## src/rtl/ahb_pkg.sv

```systemverilog
// ahb_pkg: shared AHB transfer/response encodings and the default-slave state type
package ahb_pkg;
  localparam logic [1:0] HTRANS_IDLE   = 2'b00;
  localparam logic [1:0] HTRANS_BUSY   = 2'b01;
  localparam logic [1:0] HTRANS_NONSEQ = 2'b10;
  localparam logic [1:0] HTRANS_SEQ    = 2'b11;
  localparam logic HRESP_OKAY  = 1'b0;
  localparam logic HRESP_ERROR = 1'b1;
  typedef enum logic [1:0] {DS_OKAY, DS_ERR1, DS_ERR2} ds_state_e;
endpackage

```

## src/rtl/ahb_default_slave.sv

```systemverilog
// ahb_default_slave: two-cycle ERROR responder for unmapped NONSEQ/SEQ; in HCLK,HRESETn,sel,HTRANS,HREADY; out readyout,resp
import ahb_pkg::*;
module ahb_default_slave (
  input  logic       HCLK,
  input  logic       HRESETn,
  input  logic       sel,
  input  logic [1:0] HTRANS,
  input  logic       HREADY,
  output logic       readyout,
  output logic       resp
);
  ds_state_e state, state_d;
  logic err_req;
  assign err_req = HREADY && sel && (HTRANS == HTRANS_NONSEQ || HTRANS == HTRANS_SEQ);
  always_ff @(posedge HCLK or negedge HRESETn)
    if (!HRESETn) state <= DS_OKAY;
    else state <= state_d;
  always_comb begin
    state_d  = state == DS_ERR1 ? DS_ERR2 : err_req ? DS_ERR1 : DS_OKAY;
    readyout = state != DS_ERR1;
    resp     = state == DS_OKAY ? HRESP_OKAY : HRESP_ERROR;
  end
endmodule

```

## src/rtl/ahb_resp_mux.sv

```systemverilog
// ahb_resp_mux: data-phase slave select + HRDATA/HREADY/HRESP return mux with default slave (ERROR response under AHB_DEFAULT_SLAVE_ERR_EN); in HCLK,HRESETn,HSELx,HTRANS,HRDATA_S,HREADYOUT_S,HRESP_S; out HRDATA,HREADY,HRESP
import ahb_pkg::*;
module ahb_resp_mux #(
  parameter int NUM_SLAVES = 4,
  parameter int DATA_W     = 32
) (
  input  logic                         HCLK,
  input  logic                         HRESETn,
  input  logic [NUM_SLAVES-1:0]        HSELx,
  input  logic [1:0]                   HTRANS,
  input  logic [NUM_SLAVES*DATA_W-1:0] HRDATA_S,
  input  logic [NUM_SLAVES-1:0]        HREADYOUT_S,
  input  logic [NUM_SLAVES-1:0]        HRESP_S,
  output logic [DATA_W-1:0]            HRDATA,
  output logic                         HREADY,
  output logic                         HRESP
);
  logic [NUM_SLAVES:0] sel_q, sel_d;
  logic ds_ready, ds_resp;
  // x & -x isolates the lowest set bit; the top bit marks the default slave
  assign sel_d = {~|HSELx, HSELx & (-HSELx)};
  always_ff @(posedge HCLK or negedge HRESETn)
    if (!HRESETn) sel_q <= {1'b1, {NUM_SLAVES{1'b0}}};
    else if (HREADY) sel_q <= sel_d;
`ifdef AHB_DEFAULT_SLAVE_ERR_EN
  ahb_default_slave u_ds (
    .HCLK(HCLK),
    .HRESETn(HRESETn),
    .sel(~|HSELx),
    .HTRANS(HTRANS),
    .HREADY(HREADY),
    .readyout(ds_ready),
    .resp(ds_resp)
  );
`else
  logic unused_htrans;
  assign unused_htrans = ^HTRANS;
  assign ds_ready = 1'b1;
  assign ds_resp  = HRESP_OKAY;
`endif
  assign HREADY = |({ds_ready, HREADYOUT_S} & sel_q);
  assign HRESP  = |({ds_resp, HRESP_S} & sel_q);
  always_comb begin
    HRDATA = '0;
    for (int i = 0; i < NUM_SLAVES; i++) HRDATA |= sel_q[i] ? HRDATA_S[i*DATA_W +: DATA_W] : '0;
  end
endmodule

```

## config.mk

```make
export PLATFORM = sky130hd
export DESIGN_NAME = ahb_resp_mux
export DESIGN_NICKNAME = d
export VERILOG_FILES = /design/src/rtl/ahb_pkg.sv /design/src/rtl/ahb_default_slave.sv /design/src/rtl/ahb_resp_mux.sv
export SDC_FILE = /design/constraint.sdc
export NUM_CORES = 1
export LEC_CHECK = 0
export CAP_MARGIN = 20
export CORE_AREA = 2 2 70 72
export DETAILED_ROUTE_END_ITERATION = 8
export DIE_AREA = 0 0 72 74
export GPL_TIMING_DRIVEN = 0
export PLACE_DENSITY = 0.9
export SLEW_MARGIN = 0
export SYNTH_ARGS = -nofsm -noshare
export SYNTH_HDL_FRONTEND = slang
export SYNTH_SLANG_ARGS = --single-unit
```

## constraint.sdc

```tcl
create_clock -name HCLK -period 3.5 [get_ports HCLK]
set_input_delay 1.05 -clock HCLK [delete_from_list [all_inputs] [get_ports HCLK]]
set_output_delay 1.05 -clock HCLK [all_outputs]
set_load 0.02 [all_outputs]
```

==> qor.yml, run 1 <==
diodes: 0
p_seq_share_pct: 17.7
reg.largest.list: "sel_q (5)"
hold_class: "flop to flop"
cp_max_fo: 5
cts_made_buffers: 3
hold_buffers: 0
clockPowerShare_pct: 32.2
largest-register: "sel_q"
tns_ns: 0
p_leak_uw: 0.001115
drt_iter0_markers: 65
yosysUniqueCellTypes: 14
critPathCaptureType: "primary output"
grt_max_degree: 11
syn_area_sq_um: 922.1
yosys_register_bits: 5
relSlewSlack_pct: 66.73
portBuffers: 175
root_buffer: "clkbuf_8"
avgViaCountPerCell: 5.000
rows: 25
postSynthCellCount: 132
drv_cap: 0
grt_pass1_wl_um: 8431
finalNetCount: 457
postSynthAreaPerCell_sq_um: 6.986
die_width_um: 72
fin_crit_sh_pct: 97.70
reg2reg_to: "sel_q[2]$_DFFE_PN0P_"
vias: 1830
cts.sinks: 5
cp.buffers_inverters: 3
nFillCells: 403
seq_area_frac_synth_pct: 13.70
ant_nets: 0
synth_edf_count: 0
synth_nets: 276
slew_violations: 0
r2r_start: "sel_q[3]$_DFFE_PN0P_"
antenna_found_initial: 0
cts_tree: "done"
postPlaceCellArea_sq_um: 2741
overflow: 0
synthFlopType: "dfrtp_1"
largest_reg_flops: 5
gp_congestion: 0.8073
die-area_sq_um: 5328
power.internal_uw: 274.3
dp_hpwl_um: 4628
crit_path_cell_trace: "clkdlybuf4s50_1 -> a222oi_1 -> buf_4 -> nand2_2 -> dlygate4sd2_1"
hold_viol: 0
dr.pass1.iters: 4
min_to: "sel_q[1]$_DFFE_PN0P_"
worst-r2r-setup-slack_ns: 1.95
coreArea_sq_um: 4598
worstMarginPinSlew_ns: 0.4990
p_per_area_nw_per_um2: 117.5
io_pins: 178
ir_worst_vdd_uv: 145.8
wl_per_cell_um: 15.24
power.share.combinational_pct: 50.0
die_h_um: 74
clock.fmax_mhz: 292.4
start_util_pct: 20.05
async_flop_share_pct: 100.0
setup_viol: 0
grt_pass1_vias: 1855
cpPeakStageDelay_ns: 0.40
min_path_cells: 2
clock_latency_ns: 0.22
swShare_pct: 16.39
routed_wl_um: 5577
cp.arrival_ns: 2.37
clockBufferDepth: 2
route.detailed.drc: 0
ff2ff_path_depth: 5
worstSetupPathType: "primary input to primary output"
area_growth_pct: 202.8
switchingPower_uw: 53.76
clock-skew-final_ns: 0.001951
htreeDepth: 1
ys.warnings.count: 0
final_area_sq_um: 2793
start_kind: "primary input"
path_clk_slew_ns: 0.04
cp.required_ns: 2.45
critPathSlowestCell: "clkdlybuf4s50_1"
final_core_util_pct: 60.73
period_minus_slack_ns: 3.420
drive_above_1_share_pct: 2.564
min-delay-start: "sel_q[1]$_DFFE_PN0P_"
critPathTopFamily: "buffers and inverters"
status: "finished, final reports clean"
grt_usage_pct: 19.51
grt_setup_unrepaired: "no"
-- area by class of cell --
type                    instances  area [sq um]  area share (%)
multi-input cells             111         720.7           25.81
flip-flops and latches          5         126.4           4.525
well taps                      54         67.56           2.419
repair buffers                176          1758           62.95
plain buffers                  16         75.07           2.688
clock buffers                   4         45.04           1.613
-- timing repair --
| item | in CTS | in global routing |
|---|---|---|
| resized for setup | 1 | 0 |
| setup endpoints to repair | 1 | 0 |
| setup buffers | 1 | 0 |
-- power groups by stage --
stage / Combinational, uW / Sequential [uW] / Clock [uW]
floorplan: 2.17 / 58.9 / 0
global placement: 160 / 58.9 / 0
detailed placement: 163 / 58.9 / 0
CTS: 164 / 58.2 / 109
global route: 173 / 58.2 / 109
finish: 164 / 58.2 / 106
-- per-stage QoR --
stage	hold slack (ns)	power, uW	setup slack, ns	std cells
2_1_floorplan	0.5699	61.06	0.7864	132
3_3_place_gp	0.5995	218.8	-0.2220	361
3_5_place_dp	0.6024	222.2	-0.2530	361
4_1_cts	0.6164	331.6	0.09302	366
5_1_grt	0.6450	340.8	0.005907	366
6_report	0.6090	328.0	0.08034	366
-- synth_stat cells, types with 2 or more instances --
cell,instances,area (sq um)
a21oi_1,2,10.01
a22oi_1,66,495.5
buf_6,2,22.52
clkbuf_1,14,52.55
dfrtp_1,4,100.1
mux2_1,4,45.04
nand2_1,33,123.9
-- how the worst max path moves through the flow --
stage | from | end | slack [ns] | cells after the start
after floorplan | HREADYOUT_S[0] | HREADY | 0.79 | 2
after global placement | HREADYOUT_S[0] | HREADY | -0.22 | 4
after detailed placement | HREADYOUT_S[0] | HREADY | -0.25 | 4
after CTS | HREADYOUT_S[0] | HREADY | 0.09 | 5
after global routing | HREADYOUT_S[0] | HREADY | 0.006 | 5
final | HREADYOUT_S[0] | HREADY | 0.08 | 5
-- layout by cell type, fill, tap and decap left out, drive strengths merged --
cell type,n
clkbuf,18
a21oi,2
nor4b,1
dfrtp,4
a222oi,1
a22oi,66
mux2,4
or4,1
nor2b,1
dlygate4sd2,1
buf,3
nor3b,1
nand2,34
clkdlybuf4s50,174
dfstp,1
-- tightest hold or removal path: cells and delay by family, from the launching register on --
family   cells  cell delay (ns)
buf+inv      1             0.12
flops        1             0.33
mux          1             0.12
-- kinds of logic (layout without fill, tap and decap cells) --
| group | count (synthesis) | in the layout | synth area share [%] |
|---|---|---|---|
| AO/OA/AOI/OAI | 69 | 69 | 55.90 |
| AND/OR/NAND/NOR | 38 | 38 | 17.37 |
| multiplexers | 4 | 4 | 4.884 |
| buffers and inverters | 16 | 196 | 8.141 |
| flip-flops | 5 | 5 | 13.71 |
-- per-layer routing --
metal	track usage [%]	share of wire, %	vias to the layer above
met5	0	0	-
met4	5.031	0.91	0
met3	5.285	11	6
met2	37.76	52	106
met1	20.97	36	830
li1	-	-	888
Note: power is estimated with default switching activity, not from simulation.
==> run 2, diff against run 1 <==
--- a/config.mk
+++ b/config.mk
@@ -10,7 +10,8 @@
 export DETAILED_ROUTE_END_ITERATION = 8
 export DIE_AREA = 0 0 72 74
 export GPL_TIMING_DRIVEN = 0
-export PLACE_DENSITY = 0.9
+export PLACE_DENSITY = 0.86
+export REMOVE_ABC_BUFFERS = 1
 export SLEW_MARGIN = 0
 export SYNTH_ARGS = -nofsm -noshare
 export SYNTH_HDL_FRONTEND = slang
==> run 2 against run 1 <==
  * Utilization increased by 0.24 points
  * Non-clock buffer count shrank 12
  * Clock skew about the same
  * Critical path depth is 1 lower
  * Sequential share of layout area is essentially flat
  * Via count fell by 5.0%
  * Combinational power hardly changed
  * Highest routed layer unchanged
==> qor.yml, run 2 (same netlist as run 1, synthesis figures left out) <==
status: "finished, final reports clean"  # unchanged
worst-r2r-setup-slack_ns: 1.57  # was 1.95 ns
root_buffer: "clkbuf_8"  # unchanged
clock.fmax_mhz: 293.2  # was 292.4 MHz
ir_worst_vdd_uv: 210.8  # was 145.8 uV
fin_crit_sh_pct: 97.46  # was 97.70%
cts.sinks: 5  # unchanged
drive_above_1_share_pct: 3.333  # was 2.564%
grt_setup_unrepaired: "no"  # unchanged
min-delay-start: "sel_q[4]$_DFFE_PN1P_"  # was sel_q[1]$_DFFE_PN0P_
finalNetCount: 445  # was 457
final_cell_mix: "174 x clkdlybuf4s50_1, 66 x a22oi_1, 33 x nand2_1"  # unchanged
grt_pass1_wl_um: 8252  # was 8431 um
path_common_cell: "clkdlybuf4s50_1"
clock_latency_ns: 0.22  # about the same
p_leak_uw: 0.001120  # was 0.001115 uW
p_seq_share_pct: 17.7  # about the same
drv_cap: 0  # unchanged
ant_nets: 0  # unchanged
gp_congestion: 0.7026  # was 0.8073
power.share.combinational_pct: 49.9  # was 50.0%
r2r_start: "sel_q[0]$_DFFE_PN0P_"  # was sel_q[3]$_DFFE_PN0P_
swShare_pct: 16.40  # was 16.39%
clockPowerShare_pct: 32.3  # was 32.2%
largest-register: "sel_q"  # unchanged
cpPeakStageDelay_ns: 0.60  # was 0.40 ns
slew_violations: 0  # unchanged
relSlewSlack_pct: 48.63  # was 66.73%
start_kind: "primary input"  # unchanged
dp.cells: 349  # was 361
die_width_um: 72  # unchanged
cp.arrival_ns: 2.36  # was 2.37 ns
grt_usage_pct: 19.26  # was 19.51%
reg2reg_to: "sel_q[1]$_DFFE_PN0P_"  # was sel_q[2]$_DFFE_PN0P_
worstSetupPathType: "primary input to primary output"  # unchanged
critPathSlowestCell: "clkdlybuf4s50_1"  # unchanged
reg.largest.list: "sel_q (5)"  # unchanged
area_growth_pct: 204.1  # was 202.8%
grt_pass1_vias: 1675  # was 1,855
io_pins: 178  # unchanged
die_h_um: 74  # unchanged
hold_class: "flop to flop"  # unchanged
vias: 1739  # was 1,830
clock-skew-final_ns: 0.001589  # was 0.001951 ns
critPathCaptureType: "primary output"  # unchanged
overflow: 0  # unchanged
crit_path_cell_trace: "clkdlybuf4s50_1 -> a22oi_1 -> nand2_1 -> clkdlybuf4s50_1"  # was clkdlybuf4s50_1 -> a222oi_1 -> buf_4 -> nand2_2 -> dlygate4sd2_1
start_util_pct: 20.05  # unchanged
antenna_found_initial: 0  # unchanged
routed_wl_um: 5708  # was 5577 um
power.internal_uw: 274.2  # was 274.3 uW
cp_max_fo: 1  # was 5
switchingPower_uw: 53.80  # was 53.76 uW
diodes: 0  # unchanged
setup_viol: 0  # unchanged
dp_hpwl_um: 4667  # was 4628 um
cts_made_buffers: 3  # unchanged
htreeDepth: 1  # unchanged
coreArea_sq_um: 4598  # unchanged
pre_cts_ws_ns: -0.2246  # was -0.2530 ns
worstMarginPinSlew_ns: 0.7705  # was 0.4990 ns
rows: 25  # unchanged
path_clk_slew_ns: 0.04  # about the same
portBuffers: 175  # unchanged
largest_reg_flops: 5  # unchanged
route.detailed.drc: 0  # unchanged
clockBufferDepth: 2  # unchanged
min_to: "sel_q[4]$_DFFE_PN1P_"  # was sel_q[1]$_DFFE_PN0P_
final_common_cell: "clkdlybuf4s50_1"  # unchanged
grt_max_degree: 25  # was 11
cts_tree: "done"  # unchanged
drt_iter0_markers: 77  # was 65
min_path_cells: 2  # unchanged
instances_no_fill: 354  # was 366
hold_viol: 0  # unchanged
ff2ff_path_depth: 5  # unchanged
avgViaCountPerCell: 4.912  # was 5.000
wl_per_cell_um: 16.12  # was 15.24 um
dr.pass1.iters: 6  # was 4
setup_ws_ns: 0.08879  # was 0.08034 ns
die-area_sq_um: 5328  # unchanged
cp.required_ns: 2.45  # about the same
p_per_area_nw_per_um2: 117.0  # was 117.5 nW/um^2
period_minus_slack_ns: 3.411  # was 3.420 ns
[run 2: critical path: cells and delay by family]
kind	cells	cell delay, ns
AND/OR/NAND/NOR	1	0.11
buffers and inverters	2	1.10
AO/OA/AOI/OAI	1	0.10
[run 2: metrics by stage]
step / util, % / instance area, sq um / hold slack [ns] / TNS, ns / total power, uW
after floorplan: - / 847.1 / 0.5984 / 0 / 61.06
after global placement: 57.99 / 2666 / 0.6185 / -0.2066 / 218.3
after detailed placement: 59.84 / 2751 / 0.6311 / -0.2246 / 221.7
after CTS: 60.95 / 2803 / 0.6360 / 0 / 329.6
after global routing: 60.98 / 2804 / 0.6980 / 0 / 341.4
final: 60.98 / 2804 / 0.6269 / 0 / 328.0
[run 2: metal layers]
metal  part of all wire, %  GRT usage [%]
met5                     0              0
met4                  0.28          2.935
met3                   8.5          4.201
met2                    54          37.14
met1                    38          22.21
[run 2: layout make-up]
class	instances	area, sq um
Multi-Input combinational cell	111	720.7
Clock buffer	4	45.04
Timing Repair Buffer	180	1844
Fill cell	418	1794
Tap cell	54	67.56
Sequential cell	5	126.4
[run 2: worst max path at each step]
| stage | depth (start not counted) | end | slack (ns) | start |
|---|---|---|---|---|
| global placement | 4 | HREADY | -0.21 | HREADYOUT_S[0] |
| CTS | 4 | HRDATA[28] | 0.07 | HRDATA_S[92] |
| global route | 5 | HREADY | 0.03 | HREADYOUT_S[0] |
| floorplan | 2 | HREADY | 0.79 | HREADYOUT_S[0] |
| detailed placement | 4 | HREADY | -0.22 | HREADYOUT_S[0] |
| finish | 4 | HRDATA[28] | 0.09 | HRDATA_S[92] |
[run 2: power by group through the flow]
| stage | sequential (uW) | clock (uW) | combinational (uW) |
|---|---|---|---|
| floorplan | 58.9 | 0 | 2.17 |
| global placement | 58.9 | 0 | 159 |
| detailed placement | 58.9 | 0 | 163 |
| CTS | 58.2 | 108 | 164 |
| global route | 58.2 | 111 | 173 |
| finish | 58.2 | 106 | 164 |
[run 2: timing repair]
| item | CTS | global route |
|---|---|---|
| setup buffers | 1 | 0 |
| endpoints found under the setup margin | 1 | 1 |
| cloned | 0 | 0 |
| hold buffers | 0 | 0 |
| pin swaps | 1 | 0 |
| resized for setup | 1 | 1 |
==> run 3, diff against run 2 <==
==> constraint.sdc (replaced) <==
create_clock -name HCLK -period 3.5 [get_ports HCLK]
set_input_delay 1.05 -clock HCLK [delete_from_list [all_inputs] [get_ports HCLK]]
set_output_delay 1.05 -clock HCLK [all_outputs]
set_load 0.005 [all_outputs]
==> run 3 against run 2 <==
  * Global-route usage is the same
  * Die area is the same
  * Register-to-register slack is essentially flat
  * Clock-buffer cell count is the same
  * Fmax grew 1.4%
  * Routed wire length is essentially flat
  * First-iteration DRC count is the same
  * Highest routed layer unchanged
  * Hold slack is essentially flat
  * Utilization is essentially flat
==> qor.yml, run 3 (same netlist as run 1, synthesis figures left out) <==
hold_viol: 0  # unchanged
portBuffers: 175  # unchanged
final_core_util_pct: 60.95  # was 60.98%
cts_made_buffers: 3  # unchanged
largest-register: "sel_q"  # unchanged
htreeDepth: 1  # unchanged
period_minus_slack_ns: 3.365  # was 3.411 ns
cts_tree: "done"  # unchanged
worstSetupPathType: "primary input to primary output"  # unchanged
coreArea_sq_um: 4598  # unchanged
fin_crit_sh_pct: 96.15  # was 97.46%
clockBufferDepth: 2  # unchanged
overflow: 0  # unchanged
dp_hpwl_um: 4667  # unchanged
diodes: 0  # unchanged
grt_usage_pct: 19.26  # unchanged
avgViaCountPerCell: 4.912  # unchanged
relSlewSlack_pct: 48.63  # unchanged
area_growth_pct: 203.9  # was 204.1%
cp.required_ns: 2.45  # about the same
cts.sinks: 5  # unchanged
startpoint: "HREADYOUT_S[0]"  # was HRDATA_S[92]
gp_congestion: 0.7026  # unchanged
clock.fmax_mhz: 297.1  # was 293.2 MHz
finalNetCount: 445  # unchanged
busiest_layer: "met2"  # unchanged
drive_above_1_share_pct: 3.333  # unchanged
grt_pass1_wl_um: 8252  # unchanged
hold_class: "flop to flop"  # unchanged
largest_reg_flops: 5  # unchanged
met2_usage_pct: 37.14  # unchanged
cp_max_fo: 5  # was 1
antenna_found_initial: 0  # unchanged
grt_pass1_vias: 1675  # unchanged
wl_per_cell_um: 16.12  # about the same
r2r_start: "sel_q[0]$_DFFE_PN0P_"  # unchanged
die_h_um: 74  # unchanged
met1_usage_pct: 22.21  # unchanged
final_cell_mix: "174 x clkdlybuf4s50_1, 66 x a22oi_1, 33 x nand2_1"  # unchanged
clock_latency_ns: 0.22  # about the same
nFillCells: 417  # was 418
worstMarginPinSlew_ns: 0.7705  # about the same
drt_iter0_markers: 77  # unchanged
drv_cap: 0  # unchanged
status: "finished, final reports clean"  # unchanged
pre_cts_ws_ns: -0.1325  # was -0.2246 ns
dr.pass1.iters: 6  # unchanged
final_common_cell: "clkdlybuf4s50_1"  # unchanged
clock-skew-final_ns: 0.001580  # was 0.001589 ns
start_util_pct: 20.05  # unchanged
setup_viol: 0  # unchanged
die-area_sq_um: 5328  # unchanged
p_leak_uw: 0.001124  # was 0.001120 uW
hold_buffers: 0  # unchanged
setup_ws_ns: 0.1347  # was 0.08879 ns
root_buffer: "clkbuf_8"  # unchanged
p_per_area_nw_per_um2: 117.0  # about the same
tns_ns: 0  # unchanged
grt_setup_unrepaired: "no"  # unchanged
cp.arrival_ns: 2.32  # was 2.36 ns
vias: 1739  # unchanged
route.detailed.drc: 0  # unchanged
ir_worst_vdd_uv: 210.8  # unchanged
gr-usage-met3_pct: 4.201  # unchanged
routed_wl_um: 5707  # was 5708 um
slew_violations: 0  # unchanged
p_total_uw: 328.0  # about the same
grt_max_degree: 25  # unchanged
io_pins: 178  # unchanged
critPathCaptureType: "primary output"  # unchanged
reg.largest.list: "sel_q (5)"  # unchanged
path_clk_slew_ns: 0.04  # about the same
min-delay-start: "sel_q[4]$_DFFE_PN1P_"  # unchanged
ant_nets: 0  # unchanged
rows: 25  # unchanged
start_kind: "primary input"  # unchanged
die_width_um: 72  # unchanged
run 3: area by class of cell:
cell class / instances / area, sq um / share of cell area (%)
sequential: 5 / 126.4 / 4.509
tap: 54 / 67.56 / 2.411
clock buffer: 4 / 45.04 / 1.607
multi-input combinational: 111 / 720.7 / 25.71
timing repair buffer: 180 / 1843 / 65.76
run 3: per-stage QoR:
step,hold slack [ns],std cells,area [sq um]
3_5_place_dp,0.6311,349,2751
4_1_cts,0.6360,354,2803
5_1_grt,0.6980,354,2803
2_1_floorplan,0.5984,116,847.1
6_report,0.6269,354,2803
3_3_place_gp,0.6185,345,2666
run 3: worst paths after layout:
kind	to	slack, ns	cells after the start
min in group asynchronous	sel_q[3]$_DFFE_PN0P_	1.06	1
worst min-delay path	sel_q[4]$_DFFE_PN1P_	0.63	2
worst max-delay path	HREADY	0.13	5
max in group asynchronous	sel_q[4]$_DFFE_PN1P_	2.19	1
worst min register to register	sel_q[4]$_DFFE_PN1P_	0.63	2
worst max register to register	sel_q[1]$_DFFE_PN0P_	1.57	5
run 3: routing by layer:
metal | up-vias | part of all wire [%]
li1 | 863 | -
met1 | 785 | 38
met5 | - | 0
met3 | 2 | 8.5
met2 | 89 | 54
met4 | 0 | 0.28
run 3: repair_timing:
item / 4_1_cts / 5_1_grt
endpoints found under the setup margin: 1 / 0
resized for setup: 1 / 0
hold endpoints to repair: 0 / 0
setup buffers: 1 / 0
run 3: power by group:
| group | total, uW | internal, uW | leakage, uW | switching (uW) |
|---|---|---|---|---|
| Clock | 106 | 78.2 | 0.0000228 | 27.8 |
| Combinational | 164 | 138 | 0.00103 | 26.0 |
| Sequential | 58.2 | 58.2 | 0.0000662 | 0 |
| Total | 328 | 274 | 0.00112 | 53.8 |
run 3: critical path: stages:
cell	delay [ns]
clkdlybuf4s50_1	0.39
a222oi_1	0.31
buf_4	0.18
nand2_2	0.09
dlygate4sd2_1	0.29
